<file path="config.mk">
export PLATFORM = sky130hd
export DESIGN_NAME = prog_loader
export DESIGN_NICKNAME = d
export VERILOG_FILES = /design/src/rtl/prog_loader_pkg.sv /design/src/rtl/word_assembler.sv /design/src/rtl/prog_loader.sv
export SDC_FILE = /design/constraint.sdc
export NUM_CORES = 1
export LEC_CHECK = 0
export BUFFER_PORTS_ARGS = -buffer_cell sky130_fd_sc_hd__clkbuf_2
export CAP_MARGIN = 10
export CELL_PAD_IN_SITES_DETAIL_PLACEMENT = 0
export CELL_PAD_IN_SITES_GLOBAL_PLACEMENT = 1
export CORE_AREA = 2 2 176 92
export CTS_CLUSTER_DIAMETER = 150
export DETAILED_ROUTE_END_ITERATION = 8
export DIE_AREA = 0 0 178 94
export GPL_TIMING_DRIVEN = 0
export MAX_ROUTING_LAYER = met4
export PLACE_DENSITY = 0.7
export RECOVER_POWER = 100
export SETUP_SLACK_MARGIN = 0.4
export SKIP_CTS_REPAIR_TIMING = 1
export SLEW_MARGIN = 15
export SYNTH_ARGS = -nofsm -noshare
export SYNTH_HDL_FRONTEND = slang
export SYNTH_SLANG_ARGS = --single-unit
</file>
<file path="constraint.sdc">
create_clock -name clk_i -period 2 [get_ports clk_i]
set_clock_uncertainty 0.15 [all_clocks]
set_input_delay 0.1 -clock clk_i [delete_from_list [all_inputs] [get_ports clk_i]]
set_output_delay 0.1 -clock clk_i [all_outputs]
set_load 0.005 [all_outputs]
</file>
<file path="src/rtl/prog_loader_pkg.sv">
// Shared command codes, write-target selects and FSM state encoding for the
// byte-stream program loader.
package prog_loader_pkg;

   localparam logic [7:0] CMD_WR_IM = 8'hA1;
   localparam logic [7:0] CMD_WR_DM = 8'hA2;
   localparam logic [7:0] CMD_RUN   = 8'hA5;

   localparam logic SEL_IM = 1'b0;
   localparam logic SEL_DM = 1'b1;

   localparam int unsigned BYTES_PER_WORD = 4;

   typedef enum logic [2:0] {
      S_CMD,
      S_ADDR,
      S_LEN,
      S_DATA,
      S_WRITE,
      S_RUN
   } state_e;

   // A LEN byte of zero encodes a full 256-word frame.
   function automatic logic [8:0] len_to_count(input logic [7:0] len);
      return (len == 8'd0) ? 9'd256 : {1'b0, len};
   endfunction

endpackage

</file>
<file path="src/rtl/word_assembler.sv">
// Big-endian 4-byte word assembler; done_o flags the byte that completes a word
// and word_o presents that completed word in the same cycle.
module word_assembler
   import prog_loader_pkg::*;
(
   input  logic        clk_i,
   input  logic        rst_i,
   input  logic        clr_i,
   input  logic        en_i,
   input  logic [7:0]  byte_i,
   output logic [31:0] word_o,
   output logic        done_o
);

   logic [31:0] shift_q, shift_d;
   logic [1:0]  cnt_q, cnt_d;

   assign word_o = {shift_q[23:0], byte_i};
   assign done_o = en_i & ~clr_i & (cnt_q == 2'(BYTES_PER_WORD - 1));

   always_comb begin
      shift_d = shift_q;
      cnt_d   = cnt_q;
      if (clr_i) begin
         shift_d = '0;
         cnt_d   = '0;
      end else if (en_i) begin
         shift_d = word_o;
         cnt_d   = cnt_q + 2'd1;
      end
   end

   always_ff @(posedge clk_i) begin
      if (!rst_i) begin
         shift_q <= '0;
         cnt_q   <= '0;
      end else begin
         shift_q <= shift_d;
         cnt_q   <= cnt_d;
      end
   end

endmodule

</file>
<file path="src/rtl/prog_loader.sv">
// Loader FSM: parses CMD/ADDR/LEN frames from a byte stream, writes assembled
// words into instruction or data memory, then releases the CPU on RUN.
module prog_loader
   import prog_loader_pkg::*;
#(
   parameter int unsigned ADDR_W = 8,
   parameter int unsigned DATA_W = 32
) (
   input  logic              clk_i,
   input  logic              rst_i,
   input  logic              byte_valid_i,
   input  logic [7:0]        byte_data_i,
   output logic              byte_ready_o,
   output logic              wr_en_o,
   output logic              wr_sel_o,
   output logic [ADDR_W-1:0] wr_addr_o,
   output logic [DATA_W-1:0] wr_data_o,
   output logic              cpu_start_o,
   output logic              err_o,
   output logic [15:0]       words_o
);

   state_e              state_q, state_d;
   logic                sel_q, sel_d;
   logic [ADDR_W-1:0]   addr_q, addr_d;
   logic [8:0]          cnt_q, cnt_d;
   logic [15:0]         words_q, words_d;
   logic                err_q, err_d;
   logic                start_q, start_d;
   logic                wr_en_q, wr_en_d;
   logic                byte_ready_q, byte_ready_d;
   logic [ADDR_W-1:0]   wr_addr_q, wr_addr_d;
   logic [DATA_W-1:0]   wr_data_q, wr_data_d;

   logic                accept;
   logic                asm_en, asm_clr, asm_done;
   logic [31:0]         asm_word;

   assign accept  = byte_valid_i & byte_ready_q;
   assign asm_en  = accept & (state_q == S_DATA);
   assign asm_clr = accept & (state_q == S_LEN);

   word_assembler u_asm (
      .clk_i  (clk_i),
      .rst_i  (rst_i),
      .clr_i  (asm_clr),
      .en_i   (asm_en),
      .byte_i (byte_data_i),
      .word_o (asm_word),
      .done_o (asm_done)
   );

   always_ff @(posedge clk_i) begin
      if (!rst_i) begin
         state_q      <= S_CMD;
         sel_q        <= SEL_IM;
         addr_q       <= '0;
         cnt_q        <= '0;
         words_q      <= '0;
         err_q        <= 1'b0;
         start_q      <= 1'b0;
         wr_en_q      <= 1'b0;
         byte_ready_q <= 1'b1;
         wr_addr_q    <= '0;
         wr_data_q    <= '0;
      end else begin
         state_q      <= state_d;
         sel_q        <= sel_d;
         addr_q       <= addr_d;
         cnt_q        <= cnt_d;
         words_q      <= words_d;
         err_q        <= err_d;
         start_q      <= start_d;
         wr_en_q      <= wr_en_d;
         byte_ready_q <= byte_ready_d;
         wr_addr_q    <= wr_addr_d;
         wr_data_q    <= wr_data_d;
      end
   end

   always_comb begin
      state_d = state_q;
      sel_d   = sel_q;
      addr_d  = addr_q;
      cnt_d   = cnt_q;
      words_d = words_q;
      err_d   = err_q;
      case (state_q)
         S_CMD: if (accept) begin
            if (byte_data_i == CMD_WR_IM || byte_data_i == CMD_WR_DM) begin
               sel_d   = (byte_data_i == CMD_WR_DM) ? SEL_DM : SEL_IM;
               state_d = S_ADDR;
            end else if (byte_data_i == CMD_RUN) begin
               state_d = S_RUN;
            end else begin
               err_d = 1'b1;
            end
         end
         S_ADDR: if (accept) begin
            addr_d  = ADDR_W'(byte_data_i);
            state_d = S_LEN;
         end
         S_LEN: if (accept) begin
            cnt_d   = len_to_count(byte_data_i);
            state_d = S_DATA;
         end
         S_DATA: if (asm_done) state_d = S_WRITE;
         S_WRITE: begin
            addr_d  = addr_q + ADDR_W'(1);
            cnt_d   = cnt_q - 9'd1;
            words_d = words_q + 16'd1;
            state_d = (cnt_q == 9'd1) ? S_CMD : S_DATA;
         end
         S_RUN:   state_d = S_RUN;
         default: state_d = S_CMD;
      endcase
   end

   // Outputs are registered from the next state so they line up with state_q.
   always_comb begin
      wr_en_d      = (state_d == S_WRITE);
      byte_ready_d = (state_d == S_CMD) || (state_d == S_ADDR) ||
                     (state_d == S_LEN) || (state_d == S_DATA);
      start_d      = start_q | (state_d == S_RUN);
      wr_addr_d    = wr_addr_q;
      wr_data_d    = wr_data_q;
      if (state_d == S_WRITE) begin
         wr_addr_d = addr_q;
         wr_data_d = asm_word;
      end
   end

   assign byte_ready_o = byte_ready_q;
   assign wr_en_o      = wr_en_q;
   assign wr_sel_o     = sel_q;
   assign wr_addr_o    = wr_addr_q;
   assign wr_data_o    = wr_data_q;
   assign cpu_start_o  = start_q;
   assign err_o        = err_q;
   assign words_o      = words_q;

endmodule
</file>
==> run metrics, run 1 <==
Post-route DRC 0; R2R depth 5; H-tree Lvls 3; worst slew pin tran just over 0.6 ns; CP max FO 9; mapped cell area 0.00448 mm^2; top_reg_cell synth dfxtp_1; crit start category flop; Final Hold Fails 0; register bit count reported by yosys roughly 110; pwr/cell area 649 mW/mm^2; clock root cell clkbuf_16; EDFF count, synth 0; synthesized instance count 544; clk slew on worst S/H paths 0.07 ns; post-synthesis mux area share 0.447%; highest clock rate 0.542 GHz; Peak VDD IR 0.338 mV; Crit. End Element flop; critical path class flop to flop; Die Ht 94 um; initial antenna violation count 0; setup violators final 0; I/O Buffers 68; final wirelength 14.5 mm; gr usage total 16.7%; Synth cell types 47; final slew viol count 0; Worst-Skew Late Latency 0.35 ns; Data arrival, critical path 1.99 ns; Via Count 4,352; Die Wd between 150 and 200 um; P_leak 0.00227 uW; vias in the first global route between 3,000 and 4,000; status finished clean; Rows 32; first-pass GRT wire length 21.1 mm; Final GP Congestion approximately 0.83; Most Used Layer, Global Route met1; min-delay src byte_data_i[5]; largest net degree at the start of global routing 18; Antenna Nets Post-Route 0; post-synthesis async set-or-reset flop share 0%; Core Area ~0.015 mm^2; Critical Path RT 2.15 ns; hold crit path type primary input to flop; Final HPWL DP 9.88 mm; register area 0.00215 mm^2; Max-Slew Margin vs Limit 58.5%; initial drt markers 269; Filler cells 1,496; R2R setup slack 0.16 ns; total global routing overflow 0; Nets 682; total die area approximately 0.017 mm^2; post-synthesis sequential area ratio 47.8%; XOR/XNOR share of the synthesized area 2.54%; RSZ-0062 raised after global routing true; multi-input logic area between 0.002 and 0.003 mm^2; # diodes 0; per-cell routed wire length 16.6 um; met3 Use GR 3.68%; largest family of logic cells by synthesized area simple AND/OR/NAND/NOR gates; Global Route met1 Usage 25.2%; RR Endpoint cnt_q[8]; simple-gate area share of the yosys netlist 26.2%; FF-to-FF Start byte_ready_o; Avg Cell Area, Syn between 8 and 9 um^2; Fin Setup TNS 0 ns; post-route cell area 0.00636 mm^2; Hold Path Cell Cnt 3; starting density of the core 29.7%; CTS tree built; Tcrit/Tclk final 92.2%; Max Cap Viol 0; Synth Area in Adders under 10%; WHS Endpoint u_asm.shift_q[5]; Area growth syn-to-layout 42.2%; syn nets 560; DP Area ~0.0052 mm^2; met2 global-route usage around 22%; IO Pins 72; share of cells above drive strength 1 23.7%; Yosys Warn Count 0; Compound-Gate Fraction of Synth Area 17.7%; Longest Clk Path Bufs 2; total CTS buffers 9; fin crit period 1.84 ns; Via density 4.97; CTS Sinks 107; Pre-antenna DRT Iters 5
==> logic make-up after synthesis <==
group	Yosys count
compound gates	118
xor+xnor	13
fa+ha+maj	5
buf+inv	43
flops	107
mux	2
simple gates	256
==> Yosys cell counts (6+ instances only) <==
cell type,number,area [um^2]
a21oi_1,37,185
nor2_1,19,71.3
a21boi_1,14,105
clkbuf_1,23,86.3
xnor2_1,8,70.1
a21boi_0,36,270
nor3_1,11,55.1
buf_2,12,60.1
nand2_1,157,589
dfxtp_1,107,2140
nand3_1,13,65.1
and3_1,6,37.5
nor4_1,6,37.5
inv_1,8,30.0
and2_1,16,100
o21ai_0,8,40.0
==> report_power, final <==
| part | switching [uW] | internal, uW |
|---|---|---|
| logic | 101 | 64.8 |
| registers | 2.86 | 2130 |
| clock network | 819 | 1010 |
| total | 923 | 3210 |
==> layout by cell type (no fill, tap or decap), types with 3 or more instances in the layout <==
cell / instances
clkbuf_2: 30
nand2_2: 5
dlygate4sd3_1: 5
dfxtp_2: 3
nand2_8: 3
nor2_1: 11
nand3_1: 7
a21boi_1: 14
nor4_4: 5
xor2_1: 5
nand4_1: 5
nor3_1: 8
nor2_2: 3
xnor2_1: 8
ha_1: 4
clkbuf_1: 57
or3_1: 4
and3_1: 5
a21boi_0: 36
buf_4: 15
clkbuf_16: 13
inv_1: 7
nand3_4: 4
nor3_4: 3
dfxtp_1: 102
nand2_1: 147
clkbuf_4: 5
and2_1: 13
o21ai_0: 7
buf_8: 11
buf_12: 3
o211ai_1: 5
buf_6: 15
a21oi_1: 35
nor2_4: 5
==> worst max-delay path, stage by stage (launching register included) <==
cell and delay, ns:
dfxtp_1 0.45, nand2_2 0.19, or3_1 0.42, buf_8 0.17, nor3_1 0.24, o21a_1 0.16
==> flip-flops by register name (all words and copies together), names as in the netlist <==
| register | count |
|---|---|
| err_o | 1 |
| cnt_q | 9 |
| words_o | 16 |
| wr_sel_o | 1 |
| byte_ready_o | 1 |
| u_asm.shift_q | 24 |
| wr_addr_o | 8 |
| state_q | 3 |
| cpu_start_o | 1 |
| wr_en_o | 1 |
| addr_q | 8 |
| u_asm.cnt_q | 2 |
| wr_data_o | 32 |
==> final cells by class <==
| type | instances | share of cell area [%] |
|---|---|---|
| Tap cell | 204 | 4.01 |
| Multi-Input combinational cell | 394 | 40.2 |
| Sequential cell | 107 | 33.8 |
| Clock inverter | 5 | 0.944 |
| Timing Repair Buffer | 111 | 11.6 |
| Inverter | 8 | 0.472 |
| Clock buffer | 11 | 3.81 |
| Buffer | 35 | 5.17 |
==> through the flow <==
stage	total power [uW]	setup slack [ns]	hold slack, ns	std cells	util, %
2_1_floorplan	2250	0.313	0.0852	544	-
3_3_place_gp	2300	0.0687	0.289	816	34.3
3_5_place_dp	2300	0.0585	0.297	816	34.3
4_1_cts	4120	0.0427	-0.0753	832	36.3
5_1_grt	4260	0.0934	0.00529	875	42.2
6_report	4130	0.156	0.00616	875	42.2
==> how the worst max path moves through the flow <==
stage	start	to	slack, ns
after detailed placement	u_asm.cnt_q[0]	wr_data_o[12]	0.06
after CTS	u_asm.cnt_q[0]	wr_data_o[12]	0.04
final	byte_ready_o	cnt_q[8]	0.16
after global placement	u_asm.cnt_q[0]	wr_data_o[10]	0.07
after floorplan	cnt_q[3]	cnt_q[7]	0.31
after global routing	byte_ready_o	cnt_q[8]	0.09
==> layer usage <==
metal  part of all wire, %  routed length [um]  vias up
met5                     0                   0        -
met4                  0.91                 133        0
met3                   5.7                 832       15
met2                    40                5870      131
met1                    53                7710     2104
li1                      -                   -     2102
No activity file was read; power rests on OpenSTA's default activity.
==> inputs of run 2 (changes only) <==
--- a/config.mk
+++ b/config.mk
@@ -5,14 +5,15 @@
 export SDC_FILE = /design/constraint.sdc
 export NUM_CORES = 1
 export LEC_CHECK = 0
+export ABC_AREA = 1
 export BUFFER_PORTS_ARGS = -buffer_cell sky130_fd_sc_hd__clkbuf_2
 export CAP_MARGIN = 10
 export CELL_PAD_IN_SITES_DETAIL_PLACEMENT = 0
 export CELL_PAD_IN_SITES_GLOBAL_PLACEMENT = 1
-export CORE_AREA = 2 2 176 92
+export CORE_AREA = 2 2 180 94
 export CTS_CLUSTER_DIAMETER = 150
 export DETAILED_ROUTE_END_ITERATION = 8
-export DIE_AREA = 0 0 178 94
+export DIE_AREA = 0 0 182 96
 export GPL_TIMING_DRIVEN = 0
 export MAX_ROUTING_LAYER = met4
 export PLACE_DENSITY = 0.7
==> run metrics, run 2 <==
total global routing overflow 0 (unchanged); Via Count 4,524 (+4.0%); Hold WS -0.0195 ns (-0.0257 ns); EDFF count, synth 0 (unchanged); Nets 758 (+11%); highest clock rate 0.576 GHz (+6.2%); failing checks negative hold slack; Max-Slew Margin vs Limit 57.0% (-1.5 points); Net Sw Frac 25.8% (+3.5 points); setup violators final 0 (unchanged); post-synthesis sequential area ratio 46.1% (-1.8 points); top_reg_cell synth dfxtp_1; Post-Layout Cell Count 957 (+9.4%); Tcrit/Tclk final 86.8% (-5.4 points); first-pass GRT wire length 22.3 mm (+5.9%); fin crit period 1.74 ns (-0.108 ns); DP Cell Count 922 (+13%); Longest Clk Path Bufs 2 (unchanged); most frequent cells in the layout nand2_1 (146), dfxtp_1 (102), a21oi_1 (85), nand3_1 (66), inv_1 (58); CP max FO 10 (+1); hold crit path type primary input to flop; net switching power 1080 uW (+17%); Avg Cell Area, Syn 7.26 um^2 (-12%); Filler cells 1,695 (+13%); CTS Sinks 107 (unchanged); final design utilization 36.9% (-5.3 points); max reg flops 32 (unchanged); Synth cell types 35 (-26%); Core Area 0.0159 mm^2 (+5.6%); starting density of the core 29.2% (-0.48 points); H-tree Lvls 3 (unchanged); Logic pwr share 3.7% (-0.3 points); Max Cap Viol 0 (unchanged); pwr/cell area 708 mW/mm^2 (+9.2%); per-cell routed wire length 15.3 um (-7.7%); share of cells above drive strength 1 14.9% (-8.8 points); critical path class flop to flop; Crit. End Element flop; status complete, but fails checks; P_leak 0.00226 uW (-0.39%); Worst-Skew Late Latency 0.36 ns (about the same); Seq pwr share 51.2% (-0.4 points); post-synthesis async set-or-reset flop share 0% (unchanged); final slew viol count 0 (unchanged); I/O Buffers 71 (+4.4%); Rows 33 (+3.1%); vias in the first global route 4,119 (+4.4%); IO Pins 72 (unchanged); Final GP Congestion 0.836 (+0.70%); cell taking the most area after synthesis dfxtp_1; Data arrival, critical path 1.83 ns (-0.16 ns); Die Ht 96 um (+2.1%); post-synth top area share 46.1% (-1.8 points); Yosys Warn Count 0 (unchanged); gr usage total 17.0% (+0.25 points); # diodes 0 (unchanged); clock root cell clkbuf_16; mapped cell area 0.00465 mm^2 (+3.9%); CTS tree built; synthesized instance count 641 (+18%); Post-route DRC 0 (unchanged); Antenna Nets Post-Route 0 (unchanged); total die area 0.0175 mm^2 (+4.4%); Clk pwr share 45.1% (+0.7 points); most common cell after layout, fill and taps aside nand2_1; initial antenna violation count 0 (unchanged); Die Wd 182 um (+2.2%); Final Hold Fails 2 (+2); RSZ-0062 raised after global routing true; syn nets 657 (+17%); most common cell in the netlist nand2_1; Critical Path RT 2.09 ns (-0.06 ns); Via density 4.73 (-5.0%); internal power 3090 uW (-3.7%); total CTS buffers 9 (unchanged); Peak VDD IR 0.385 mV (+14%); Final HPWL DP 10.8 mm (+9.6%); Post-synth top cells nand2_1 (147), dfxtp_1 (107), a21oi_1 (85), nand3_1 (65), inv_1 (60); top post-synthesis cells by area dfxtp_1 (46%), nand2_1 (12%), a21oi_1 (9.1%); register bit count reported by yosys 107 (unchanged); largest net degree at the start of global routing 23 (+5); clk slew on worst S/H paths 0.08 ns (about the same); final wirelength 14.7 mm (+0.94%); worst slew pin tran 0.645 ns (+0.0228 ns); Fin Setup TNS 0 ns (unchanged); Area growth syn-to-layout 26.4%; Pre-antenna DRT Iters 5 (unchanged); initial drt markers 359 (+33%); crit start category flop
==> run 2: changes by cell type after synthesis, moves of 10 or more <==
| cell | change |
|---|---|
| inv_1 | +52 |
| a21boi_0 | -36 |
| o21ai_0 | +31 |
| a21boi_1 | -14 |
| nand2_1 | -10 |
| a21oi_1 | +48 |
| nand3_1 | +52 |
| and2_1 | -16 |
| nor2_1 | +26 |
| clkbuf_1 | -12 |
==> run 2: worst max-delay path, cell delays in order (launching register included) <==
cell and delay (ns):
dfxtp_4 0.38, inv_2 0.08, nand3_1 0.23, nor2_4 0.20, buf_12 0.14, inv_2 0.04
buf_2 0.17, o21ai_1 0.17, a21oi_1 0.05
==> run 2: area by class of cell <==
cell class	count	area (um^2)	area share, %
Timing Repair Buffer	89	507	8.62
Sequential cell	107	2150	36.6
Tap cell	210	263	4.47
Clock inverter	7	88.8	1.51
Clock buffer	9	225	3.83
Multi-Input combinational cell	440	2180	37.1
Inverter	64	249	4.24
Buffer	31	213	3.62
==> run 2: kinds of logic after synthesis <==
group / share of synthesized area (%)
compound gates: 15.7
xor+xnor: 0.942
fa+ha+maj: 1.35
buf+inv: 8.47
flops: 46.1
simple gates: 27.5
==> run 2: final timing paths <==
path / start / endpoint / depth (start not counted) / slack (ns)
max: state_q[2] / u_asm.shift_q[13] / 8 / 0.26
min: byte_data_i[3] / u_asm.shift_q[3] / 3 / -0.02
max reg2reg: state_q[2] / u_asm.shift_q[13] / 8 / 0.26
min reg2reg: cpu_start_o / cpu_start_o / 2 / 0.30
==> run 2: power by group through the flow <==
stage | clock [uW] | combinational [uW] | sequential (uW)
final | 1880 | 153 | 2130
after global routing | 1990 | 165 | 2130
after global placement | 0 | 122 | 2180
after detailed placement | 0 | 123 | 2180
after floorplan | 0 | 64.8 | 2180
after CTS | 1910 | 124 | 2130
==> run 2: through the flow <==
stage | power (uW) | setup WS (ns) | cell area (um^2)
2_1_floorplan | 2250 | 0.590 | 4650
3_3_place_gp | 2310 | 0.128 | 5270
3_5_place_dp | 2310 | 0.0923 | 5270
4_1_cts | 4160 | 0.0926 | 5580
5_1_grt | 4290 | 0.189 | 5880
6_report | 4160 | 0.264 | 5880
==> run 2: metal layers <==
metal  track usage (%)  wire length (um)  vias to the layer above
met5                 -                 0                        -
met4              3.63                39                        0
met3              2.84               619                        8
met2              21.3              5390                       99
met1              27.1              8630                     2099
li1                  -                 -                     2318
